File: src/rtl/alu_exec_ctrl.sv
// Execute-stage controller for the Alu block: decodes ALUOp/funct into Sel, holds
// registered operands on the Alu, waits out multiply latency and buffers the result.
module alu_exec_ctrl #(
    parameter int unsigned MUL_LAT = 3
) (
    input  logic        i_clk,
    input  logic        i_rst,
    input  logic        i_valid,
    output logic        o_ready,
    input  logic [1:0]  i_alu_op,
    input  logic [5:0]  i_funct,
    input  logic [31:0] i_op1,
    input  logic [31:0] i_op2,
    output logic [31:0] o_alu_op1,
    output logic [31:0] o_alu_op2,
    output logic [3:0]  o_alu_sel,
    input  logic [31:0] i_alu_out,
    input  logic        i_alu_zflag,
    output logic        o_valid,
    input  logic        i_ready,
    output logic [31:0] o_result,
    output logic        o_zero,
    output logic        o_illegal,
    output logic [1:0]  dbg_state
);

    typedef enum logic [1:0] {
        IDLE = 2'd0,
        EXEC = 2'd1,
        MULW = 2'd2,
        DONE = 2'd3
    } state_t;

    localparam logic [3:0] SEL_AND = 4'b0000;
    localparam logic [3:0] SEL_OR  = 4'b0001;
    localparam logic [3:0] SEL_ADD = 4'b0010;
    localparam logic [3:0] SEL_MUL = 4'b0011;
    localparam logic [3:0] SEL_SUB = 4'b0110;
    localparam logic [3:0] SEL_SLT = 4'b0111;
    localparam logic [3:0] MUL_CNT = 4'(MUL_LAT - 1);

    // Handshake: a transfer happens on a rising edge where valid and ready are both high.
    // o_ready is high only in IDLE, o_valid only in DONE; both are registered.
    state_t     state;
    logic [3:0] cnt;
    logic       ill_q;
    logic [3:0] dec_sel;
    logic       dec_ill;

    assign dbg_state = state;

    always_comb begin
        dec_sel = SEL_ADD;
        dec_ill = 1'b0;
        case (i_alu_op)
            2'b00: dec_sel = SEL_ADD;
            2'b01: dec_sel = SEL_SUB;
            2'b11: dec_sel = SEL_OR;
            default: begin
                case (i_funct)
                    6'b100000: dec_sel = SEL_ADD;
                    6'b100010: dec_sel = SEL_SUB;
                    6'b100100: dec_sel = SEL_AND;
                    6'b100101: dec_sel = SEL_OR;
                    6'b101010: dec_sel = SEL_SLT;
                    6'b011000: dec_sel = SEL_MUL;
                    default: begin
                        dec_sel = SEL_ADD;
                        dec_ill = 1'b1;
                    end
                endcase
            end
        endcase
    end

    always_ff @(posedge i_clk) begin
        if (i_rst) begin
            state     <= IDLE;
            cnt       <= 4'd0;
            ill_q     <= 1'b0;
            o_ready   <= 1'b1;
            o_valid   <= 1'b0;
            o_result  <= 32'd0;
            o_zero    <= 1'b0;
            o_illegal <= 1'b0;
            o_alu_op1 <= 32'd0;
            o_alu_op2 <= 32'd0;
            o_alu_sel <= SEL_ADD;
        end else begin
            case (state)
                IDLE: begin
                    if (i_valid) begin
                        o_alu_op1 <= i_op1;
                        o_alu_op2 <= i_op2;
                        o_alu_sel <= dec_sel;
                        ill_q     <= dec_ill;
                        o_ready   <= 1'b0;
                        state     <= EXEC;
                    end
                end
                EXEC: begin
                    if (o_alu_sel != SEL_MUL || MUL_CNT == 4'd0) begin
                        o_result  <= i_alu_out;
                        o_zero    <= i_alu_zflag;
                        o_illegal <= ill_q;
                        o_valid   <= 1'b1;
                        state     <= DONE;
                    end else begin
                        cnt   <= MUL_CNT;
                        state <= MULW;
                    end
                end
                MULW: begin
                    // cnt==1 marks the edge MUL_LAT cycles after accept
                    cnt <= cnt - 4'd1;
                    if (cnt == 4'd1) begin
                        o_result  <= i_alu_out;
                        o_zero    <= i_alu_zflag;
                        o_illegal <= ill_q;
                        o_valid   <= 1'b1;
                        state     <= DONE;
                    end
                end
                DONE: begin
                    if (i_ready) begin
                        o_valid <= 1'b0;
                        o_ready <= 1'b1;
                        state   <= IDLE;
                    end
                end
                default: state <= IDLE;
            endcase
        end
    end

endmodule

File: config.mk
export PLATFORM = sky130hd
export DESIGN_NAME = alu_exec_ctrl
export DESIGN_NICKNAME = d
export VERILOG_FILES = /design/src/rtl/alu_exec_ctrl.sv
export SDC_FILE = /design/constraint.sdc
export NUM_CORES = 1
export LEC_CHECK = 0
export CAP_MARGIN = 20
export CORE_MARGIN = 1
export CORE_UTILIZATION = 40
export CTS_BUF_LIST = sky130_fd_sc_hd__clkbuf_2
export DETAILED_ROUTE_END_ITERATION = 8
export GPL_ROUTABILITY_DRIVEN = 0
export PLACE_DENSITY_LB_ADDON = 0.12
export SLEW_MARGIN = 20
export SYNTH_ARGS = -nofsm -noshare
export SYNTH_HDL_FRONTEND = slang
export SYNTH_SLANG_ARGS = --single-unit
export TNS_END_PERCENT = 100
File: constraint.sdc
create_clock -name i_clk -period 3.05 [get_ports i_clk]
set_clock_uncertainty 0.05 [all_clocks]
set_input_delay 0.305 -clock i_clk [delete_from_list [all_inputs] [get_ports i_clk]]
set_output_delay 0.305 -clock i_clk [all_outputs]
set_load 0.01 [all_outputs]
==> run_summary.xml <==
<?xml version="1.0" encoding="UTF-8"?>
<metrics>
  <group name="setup_path">
    <metric name="crit_arrival" unit="ns">2.69</metric>
    <metric name="r2r_end" unit="">o_result[20]$_SDFFE_PP0P_</metric>
    <metric name="rr_worst_depth" unit="">6</metric>
    <metric name="critical_path_required" unit="ns">3.49</metric>
    <metric name="critical_path.startpoint" unit="">dbg_state[0]$_SDFFE_PP0P_</metric>
    <metric name="regToRegStartpoint" unit="">dbg_state[0]$_SDFFE_PP0P_</metric>
    <metric name="timing.critical_path.fanout_max" unit="">34</metric>
    <metric name="worst_setup_path_endpoint" unit="">o_result[20]$_SDFFE_PP0P_</metric>
    <metric name="worstSetupStartpointType" unit="">flop</metric>
    <metric name="crit_path_end_kind" unit="">flop</metric>
    <metric name="timing.setup.critical_path_class" unit="">flop to flop</metric>
    <metric name="r2r_setup_slack" unit="ns">0.80</metric>
  </group>
  <group name="layout">
    <metric name="numnets_final" unit="">826</metric>
    <metric name="antenna_cell_count" unit="">0</metric>
    <metric name="fill_cells" unit="">845</metric>
    <metric name="layout.cells.most_common" unit="">clkdlybuf4s50_1</metric>
    <metric name="finish.cell_count_without_fillers" unit="">849</metric>
    <metric name="commonest_cells_after_routing_fill_and_taps_aside" unit="">clkdlybuf4s50_1, nand2_1, dfxtp_1</metric>
    <metric name="areaGrowthSynthToFinish" unit="%">54.5</metric>
    <metric name="fin_util" unit="">0.644</metric>
    <metric name="layout-drive-gt1-share" unit="">0.0405</metric>
  </group>
  <group name="timing">
    <metric name="grt_setup_unrepaired" unit="">no</metric>
    <metric name="timing.final.setup_violations" unit="">0</metric>
    <metric name="timing.max_slew.rel_slack" unit="">0.623</metric>
    <metric name="finalCriticalPeriod" unit="ns">2.25</metric>
    <metric name="finalSetupTns" unit="ns">0</metric>
    <metric name="post-route-period-util" unit="">0.737</metric>
    <metric name="worst_tran_pin_value" unit="ns">0.566</metric>
    <metric name="worst_slack" unit="ns">0.804</metric>
    <metric name="hold_viol_final" unit="">0</metric>
    <metric name="final-max-slew-violation-count" unit="">0</metric>
    <metric name="maximum_clock_frequency" unit="MHz">445</metric>
  </group>
  <group name="synthesis">
    <metric name="postSynthAreaPerCell" unit="µm²">8.01</metric>
    <metric name="postSynthRegisterBits" unit="">110</metric>
    <metric name="netlist_area" unit="µm²">4130</metric>
    <metric name="synth-warning-count" unit="">0</metric>
    <metric name="syn_nets" unit="">631</metric>
    <metric name="synth.yosys.seq_area_share" unit="">0.533</metric>
    <metric name="cells_after_synth" unit="">516</metric>
    <metric name="ys_types" unit="">38</metric>
  </group>
  <group name="clocking">
    <metric name="cts_tree" unit="">yes</metric>
    <metric name="path_clk_slew" unit="ns">0.28</metric>
    <metric name="post_cts_buffers" unit="">0</metric>
    <metric name="cts_inserted_buffers" unit="">9</metric>
    <metric name="clock_sinks" unit="">110</metric>
    <metric name="worstSkewPairLatency" unit="ns">0.56</metric>
    <metric name="post_cts_hold_buffer_count" unit="">0</metric>
    <metric name="clock_path_buffers" unit="">2</metric>
    <metric name="cts.repair.resized" unit="">0</metric>
    <metric name="ctsRootBufferMaster" unit="">clkbuf_2</metric>
    <metric name="clock_tree.htree_level_count" unit="">3</metric>
  </group>
  <group name="flow_run">
    <metric name="timing.max_cap.violations" unit="">0</metric>
  </group>
  <group name="grt">
    <metric name="grt_use_total" unit="">0.216</metric>
    <metric name="via_count_of_the_first_global_routing_pass" unit="">3921</metric>
    <metric name="grt_first_pass_wirelength" unit="µm">18800</metric>
    <metric name="grt_remaining_overflow" unit="">0</metric>
    <metric name="grt_antenna_before_repair" unit="">0</metric>
    <metric name="grt_start_max_net_pins" unit="">49</metric>
  </group>
  <group name="routing">
    <metric name="drt_iter0_markers" unit="">189</metric>
    <metric name="post_drt_via_cell_ratio" unit="">4.77</metric>
    <metric name="drt.antenna.violating_nets" unit="">0</metric>
    <metric name="drt_first_pass_iters" unit="">4</metric>
    <metric name="avgRoutedWirePerCell" unit="µm">13.6</metric>
    <metric name="route.vias.total" unit="">4052</metric>
    <metric name="totalWireLength" unit="µm">11500</metric>
    <metric name="route.detailed.drc" unit="">0</metric>
  </group>
  <group name="power">
    <metric name="p_leak" unit="nW">2.35</metric>
    <metric name="power" unit="mW">4.91</metric>
    <metric name="power_density" unit="nW/µm²">769</metric>
    <metric name="vdd_drop_max" unit="V">0.000475</metric>
  </group>
  <group name="placement">
    <metric name="numPlacedInstances" unit="">833</metric>
    <metric name="pre_cts_ws" unit="ns">0.899</metric>
    <metric name="port_buffers" unit="">213</metric>
    <metric name="place_hpwl" unit="µm">8310</metric>
  </group>
  <group name="floorplanning">
    <metric name="die_y" unit="µm">104</metric>
    <metric name="start_util" unit="">0.417</metric>
    <metric name="std_cell_rows" unit="">36</metric>
    <metric name="fp.dieW" unit="µm">104</metric>
    <metric name="core" unit="µm²">9910</metric>
    <metric name="design.portCount" unit="">215</metric>
    <metric name="dieArea" unit="µm²">10700</metric>
  </group>
  <group name="hold_path">
    <metric name="min-delay-path-class" unit="">input pin to flop</metric>
  </group>
  <group name="outcome">
    <metric name="status" unit="">completed</metric>
  </group>
</metrics>
-- layout make-up --
| class | count | area (µm²) | share of cell area |
|---|---|---|---|
| clock buffers | 9 | 45.0 | 0.00706 |
| clock inverters | 7 | 40.0 | 0.00627 |
| inverters | 8 | 30.0 | 0.00471 |
| multi-input cells | 362 | 1720 | 0.269 |
| flip-flops and latches | 110 | 2200 | 0.345 |
| well taps | 133 | 166 | 0.0261 |
| repair buffers | 220 | 2180 | 0.342 |
-- critical path, cell delays in order (launching register included) --
cell     delay, ns
dfxtp_1       0.48
inv_1         0.12
ha_1          0.36
nor2_1        0.34
a211o_2       0.54
nand2_1       0.11
a21oi_1       0.17
-- synth_stat cells (all sizes together) --
master | n | area [µm²]
nand3b | 1 | 7.51
or3b | 1 | 11.3
nor2b | 2 | 12.5
a221o | 1 | 10.0
a2111oi | 1 | 15.0
a311oi | 2 | 17.5
a221oi | 1 | 8.76
a21oi | 105 | 526
ha | 6 | 75.1
o32ai | 2 | 17.5
nand2 | 203 | 762
nand2b | 3 | 18.8
and2 | 2 | 12.5
o211a | 1 | 10.0
buf | 14 | 105
nand4b | 1 | 8.76
inv | 8 | 30.0
nor4 | 1 | 6.26
nor2 | 8 | 30.0
nand3 | 1 | 5.00
a31oi | 1 | 6.26
nor3 | 1 | 5.00
clkbuf | 22 | 82.6
and4b | 1 | 10.0
nor4b | 2 | 17.5
conb | 1 | 3.75
or3 | 2 | 12.5
a211oi | 3 | 35.0
a32o | 1 | 10.0
o31ai | 1 | 7.51
dfxtp | 110 | 2200
a211o | 1 | 10.0
o21ai | 4 | 20.0
mux2i | 2 | 20.0
-- per-stage QoR --
| step | hold slack (ns) | area, µm² |
|---|---|---|
| floorplan | 0.382 | 4130 |
| global placement | 0.391 | 6300 |
| detailed placement | 0.396 | 6300 |
| CTS | 0.0825 | 6380 |
| global route | 0.0848 | 6380 |
| finish | 0.144 | 6380 |
-- flip-flops by register name (all words and copies together), names as in the netlist, 2 cells and up --
register	cells
cnt	4
dbg_state	2
o_alu_op1	32
o_alu_op2	32
o_alu_sel	3
o_result	32
-- layer usage --
metal,part of all wire,vias up,track usage
met5,0,-,0
met4,0.018,0,0.0932
met3,0.087,14,0.0736
met2,0.47,151,0.366
met1,0.42,1816,0.247
li1,-,2071,-
-- kinds of logic after synthesis --
| kind of cell | count (synthesis) | share of synthesized area |
|---|---|---|
| buffers and inverters | 44 | 0.0527 |
| adder cells (fa/ha/maj) | 6 | 0.0182 |
| flip-flops | 110 | 0.533 |
| multiplexers | 2 | 0.00485 |
| AND/OR/NAND/NOR | 229 | 0.223 |
| other | 1 | 0.000908 |
| AO/OA/AOI/OAI | 124 | 0.168 |
-- power by group --
group | switching (mW) | internal (mW) | total, mW
combinational | 1.22 | 1.11 | 2.34
clock | 0.463 | 0.103 | 0.565
sequential | 0.199 | 1.81 | 2.01
-- worst min path at each step --
stage | from | slack [ns] | cells past startpoint | end
2_1_floorplan | ill_q$_SDFFE_PP0P_ | 0.38 | 2 | o_illegal$_SDFFE_PP0P_
3_3_place_gp | o_result[21]$_SDFFE_PP0P_ | 0.39 | 2 | o_result[21]$_SDFFE_PP0P_
3_5_place_dp | o_result[15]$_SDFFE_PP0P_ | 0.40 | 2 | o_result[15]$_SDFFE_PP0P_
4_1_cts | i_rst | 0.08 | 2 | dbg_state[1]$_SDFFE_PP0P_
5_1_grt | i_rst | 0.08 | 2 | dbg_state[1]$_SDFFE_PP0P_
6_report | i_rst | 0.14 | 2 | o_alu_op1[31]$_SDFFE_PP0P_
Note: power is estimated with default switching activity, not from simulation.
